--- src/rtl/vga_pkg.sv ---
// vga_pkg: shared VGA plot geometry, field widths and line-engine state encoding
package vga_pkg;
    localparam int X_W     = 8;
    localparam int Y_W     = 7;
    localparam int COLOR_W = 3;
    localparam int H_RES   = 160;
    localparam int V_RES   = 120;
    typedef enum logic [1:0] {IDLE, INIT, DRAW, DONE} state_t;
endpackage

--- src/rtl/vga_line_draw.sv ---
// vga_line_draw: Bresenham line engine, one pixel per clock with off-screen pixels clipped
module vga_line_draw
    import vga_pkg::*;
(
    input  logic               CLOCK_50,
    input  logic               reset,
    input  logic               go,
    output logic               ready,
    input  logic [X_W-1:0]     x0,
    input  logic [X_W-1:0]     x1,
    input  logic [Y_W-1:0]     y0,
    input  logic [Y_W-1:0]     y1,
    input  logic [COLOR_W-1:0] color,
    output logic [X_W-1:0]     VGA_X,
    output logic [Y_W-1:0]     VGA_Y,
    output logic [COLOR_W-1:0] VGA_COLOR,
    output logic               plot,
    output logic               done
);
    state_t             state, state_n;
    logic [X_W-1:0]     x, x_end, adx;
    logic [Y_W-1:0]     y, y_end, ady;
    logic [COLOR_W-1:0] color_r;
    logic signed [8:0]  dx, dy;
    logic signed [9:0]  err, err_n, dx_e, dy_e;
    logic signed [10:0] e2;
    logic               sx_neg, sy_neg, step_x, step_y, at_end;

    assign adx    = x_end >= x ? x_end - x : x - x_end;
    assign ady    = y_end >= y ? y_end - y : y - y_end;
    assign at_end = x == x_end && y == y_end;
    assign e2     = $signed({err, 1'b0});
    assign step_x = e2 >= dy;
    assign step_y = e2 <= dx;
    assign dx_e   = {dx[8], dx};
    assign dy_e   = {dy[8], dy};
    assign err_n  = err + (step_x ? dy_e : 10'sd0) + (step_y ? dx_e : 10'sd0);

    assign ready     = state == IDLE;
    assign done      = state == DONE;
    assign plot      = state == DRAW && x < X_W'(H_RES) && y < Y_W'(V_RES);
    assign VGA_X     = x;
    assign VGA_Y     = y;
    assign VGA_COLOR = color_r;

    always_comb begin
        state_n = state;
        case (state)
            IDLE: state_n = go ? INIT : IDLE;
            INIT: state_n = DRAW;
            DRAW: state_n = at_end ? DONE : DRAW;
            DONE: state_n = IDLE;
        endcase
    end

    always_ff @(posedge CLOCK_50) begin
        if (reset) begin
            state   <= IDLE;
            x       <= '0;
            y       <= '0;
            x_end   <= '0;
            y_end   <= '0;
            color_r <= '0;
            dx      <= '0;
            dy      <= '0;
            err     <= '0;
            sx_neg  <= 1'b0;
            sy_neg  <= 1'b0;
        end else begin
            state <= state_n;
            case (state)
                IDLE: if (go) begin
                    x       <= x0;
                    y       <= y0;
                    x_end   <= x1;
                    y_end   <= y1;
                    color_r <= color;
                end
                // point registers still hold the start point here
                INIT: begin
                    dx     <= $signed({1'b0, adx});
                    dy     <= -$signed({2'b0, ady});
                    err    <= $signed({2'b0, adx}) - $signed({3'b0, ady});
                    sx_neg <= !(x < x_end);
                    sy_neg <= !(y < y_end);
                end
                DRAW: if (!at_end) begin
                    err <= err_n;
                    if (step_x) x <= x + (sx_neg ? 8'hff : 8'h01);
                    if (step_y) y <= y + (sy_neg ? 7'h7f : 7'h01);
                end
                default: ;
            endcase
        end
    end
endmodule

--- config.mk ---
export PLATFORM = sky130hd
export DESIGN_NAME = vga_line_draw
export DESIGN_NICKNAME = d
export VERILOG_FILES = /design/src/rtl/vga_pkg.sv /design/src/rtl/vga_line_draw.sv
export SDC_FILE = /design/constraint.sdc
export NUM_CORES = 1
export LEC_CHECK = 0
export ABC_AREA = 1
export BUFFER_PORTS_ARGS = -buffer_cell sky130_fd_sc_hd__buf_2
export CORE_ASPECT_RATIO = 1.75
export CORE_MARGIN = 8
export CORE_UTILIZATION = 65
export CTS_CLUSTER_SIZE = 14
export DETAILED_ROUTE_END_ITERATION = 16
export PLACE_DENSITY = 0.86
export SLEW_MARGIN = 20
export SYNTH_ARGS = -nofsm -noshare
export SYNTH_HDL_FRONTEND = slang
export SYNTH_SLANG_ARGS = --single-unit
--- constraint.sdc ---
create_clock -name CLOCK_50 -period 11.2 [get_ports CLOCK_50]
set_clock_uncertainty 0.1 [all_clocks]
set_input_delay 2.8 -clock CLOCK_50 [delete_from_list [all_inputs] [get_ports CLOCK_50]]
set_output_delay 2.8 -clock CLOCK_50 [all_outputs]
set_load 0.1 [all_outputs]
==> impl_metrics.tcl <==
set metrics [dict create \
    rsz0062_at_grt "no" \
    first_pass_iters 8 \
    postCtsResizedCells 0 \
    syn-cell-area_mm2 0.00612 \
    grt_antenna_before_repair 0 \
    core_area_mm2 0.00929 \
    vias_per_cell 5.64 \
    total_power_uw 1540 \
    yosysUniqueCellTypes 38 \
    setup_viol 0 \
    ir_drop_v 0.000161 \
    grt_max_degree 42 \
    cp-start-kind "register" \
    multi_input_area_mm2 0.00413 \
    dieArea_mm2 0.0129 \
    h-tree-depth 3 \
    path_buf_inv 3 \
    cp-end-kind "primary output" \
    wl_met1_um 6030 \
    ys_ff_latch 64 \
    register_area_mm2 0.00128 \
    worst_pin_slew_ps 1030 \
    wl_met2_um 8940 \
    top_layer "met4" \
    nets 1078 \
    fin_crit_sh_pct 45.8 \
    crit_fanout 21 \
    start_util_pct 65.9 \
    hold_viol_final 0 \
    io_buffers 56 \
    fin_tns_setup_ps 0 \
    slowest_delay_ps 660 \
    period_minus_slack_ps 5130 \
    path_cells "inv_1 > ha_1 > inv_1 > nor3_1 > buf_2" \
    antennaDiodeCount 0 \
    numCtsBuffers 9 \
    clkSlewWorstSetupHoldPaths_ps 50 \
    yosys_warnings 0 \
    cts.sinks 64 \
    drt-total-wl_um 16900 \
    critical_path_required_ps 8300 \
    crit_top_cell "inv_1" \
    area_delta_synth_final_pct 9.75 \
    yosysSeqAreaShare_pct 20.9 \
    first_global_vias 5931 \
    maxSlewViolCount 0 \
    n_fill_cell 828 \
    slowest_stage "ha_1" \
    cts_buffer_depth 2 \
    wl_per_cell_um 15.8 \
    dp_hpwl_um 13400 \
    root_buffer "clkbuf_16" \
    synth_top_family_by_area "simple AND/OR/NAND/NOR gates" \
    die_w_um 89.4 \
    gp_congestion 1.03 \
    p_leak_uw 0.00357 \
    synthTopCellsByArea "dfxtp_1 (21%), ha_1 (16%), nand2_1 (11%)" \
    drive_gt1_share_pct 10.9 \
    crit_type "register to primary output" \
    whs_path_depth 2 \
    io_pins 57 \
    grt-ovfl-total 0 \
    status "finished clean" \
    rows 47 \
    wl_met3_um 780 \
    grt.total_usage_pct 27.8 \
    cap_violations 0 \
    crit_cells 5 \
    vias 6052 \
    post_cts_buffers 0 \
    postCtsHoldBufs 0 \
    reg2regPathDepth 20 \
    synth.avg_cell_area_um2 6.80 \
    synth_xor_area_share_pct 4.15 \
    synthMuxAreaShare_pct 0 \
    synth_area_leader_cell "dfxtp_1" \
    clk_latency_ps 330 \
    first_iter_violations 288 \
    synth_compound_area_share_pct 19.6 \
    cts_tree "done" \
    synth_top_area_share_pct 20.9 \
    cp.arrival_ps 2230 \
    synth_nets 1032 \
    grt_pass1_wl_um 27500 \
    relSlewSlack_pct 31.5 \
    die_h_um 144 \
    hold_path.class "register to register" \
    postRouteAntennaNets 0 \
    drc 0 \
    synth-simple-area-share_pct 22.4 \
    path_delay_family "buffers and inverters" \
    synth_cells 901 \
    powerDensity_mw_per_mm2 230 \
    synthAdderAreaFrac_pct 21.4 \
    fmax_ghz 0.195 \
]
-- layer usage --
layer / GRT usage [%] / up-vias
met2: 51.0 / 199
li1: - / 3053
met5: 0 / -
met1: 26.0 / 2726
met4: 20.5 / 0
met3: 5.52 / 74
-- cells in the final DEF (no fill, tap or decap), types with 5 or more instances in the layout --
| cell | n |
|---|---|
| a21oi_1 | 98 |
| ha_1 | 79 |
| buf_2 | 56 |
| nand2_1 | 184 |
| nand2_2 | 8 |
| dfxtp_1 | 64 |
| inv_1 | 155 |
| nor2_1 | 50 |
| xor2_1 | 23 |
| fa_1 | 16 |
| o21ai_0 | 85 |
| a31oi_1 | 10 |
| xnor2_1 | 6 |
| nand4_1 | 15 |
| clkbuf_16 | 9 |
| o211ai_1 | 5 |
| nand3_1 | 33 |
-- cell usage after synthesis --
| cell | number |
|---|---|
| nand3b_1 | 3 |
| buf_6 | 2 |
| xnor2_1 | 6 |
| o211ai_1 | 5 |
| inv_2 | 2 |
| a211oi_2 | 3 |
| buf_2 | 3 |
| nor3_1 | 3 |
| nor2_2 | 4 |
| clkbuf_1 | 15 |
| nand3_2 | 2 |
| nand2_1 | 184 |
| a21oi_2 | 1 |
| nand2_2 | 8 |
| o21ai_1 | 3 |
| nor4_1 | 4 |
| o21ai_2 | 2 |
| nor2_1 | 50 |
| a31oi_1 | 10 |
| o21ai_0 | 85 |
| nand4_1 | 15 |
| fa_1 | 16 |
| o21ai_4 | 1 |
| o221ai_1 | 4 |
| or2_2 | 3 |
| a21oi_1 | 98 |
| o21bai_1 | 2 |
| ha_1 | 79 |
| dfxtp_1 | 64 |
| a211oi_1 | 1 |
| inv_1 | 156 |
| a21o_1 | 4 |
| xor2_1 | 23 |
| nor4_4 | 1 |
| nand4_2 | 2 |
| nand3_1 | 33 |
| buf_4 | 3 |
| nand2_4 | 1 |
-- worst paths after layout --
path	start	to	slack [ps]
max	state[0]	plot	6070
min	y_end[0]	y_end[0]	380
max reg2reg	dy[8]	err[4]	7050
min reg2reg	y_end[0]	y_end[0]	380
-- flip-flops by register name, indices dropped and copies added, names as in the netlist --
name       cells
y_end          7
sy_neg         1
VGA_COLOR      3
dy             9
dx             8
VGA_Y          7
err           10
sx_neg         1
VGA_X          8
state          2
x_end          8
-- final cells by class --
cell class                      count  area share [%]
Clock inverter                      6           0.540
Multi-Input combinational cell    656            61.5
Tap cell                          122            2.27
Inverter                          158            8.83
Sequential cell                    64            19.1
Clock buffer                       10            3.41
Timing Repair Buffer               58            4.39
-- where the power goes --
group,switching (uW),internal [uW]
Clock,103,148
Combinational,664,325
Sequential,42.5,260
Total,810,733
-- kinds of logic (layout without fill, tap and decap cells) --
kind of cell               Yosys count  count (layout)
buffers and inverters              181             232
adders and majority gates           95              95
DFF                                 64              64
AOI/OAI and AO/OA                  219             219
and+or+nand+nor                    313             313
xor gates and xnor gates            29              29
-- through the flow --
| stage | instances | instance area, um2 | utilization, % | worst slack, ps | hold WS, ps |
|---|---|---|---|---|---|
| 6_report | 1074 | 6720 | 72.3 | 6070 | 376 |
| 2_1_floorplan | 901 | 6120 | - | 5280 | 351 |
| 5_1_grt | 1074 | 6720 | 72.3 | 5960 | 395 |
| 3_5_place_dp | 1058 | 6450 | 69.5 | 6280 | 374 |
| 3_3_place_gp | 1058 | 6450 | 69.5 | 6380 | 364 |
| 4_1_cts | 1074 | 6720 | 72.3 | 6060 | 383 |
-- worst reg2reg max path: cells and delay by family, from the launching register on --
family / cells / cell delay [ps]
compound gates: 4 / 890
fa+ha+maj: 3 / 1210
buf+inv: 3 / 370
flops: 1 / 440
simple gates: 10 / 1010
Note: power is estimated with default switching activity, not from simulation.
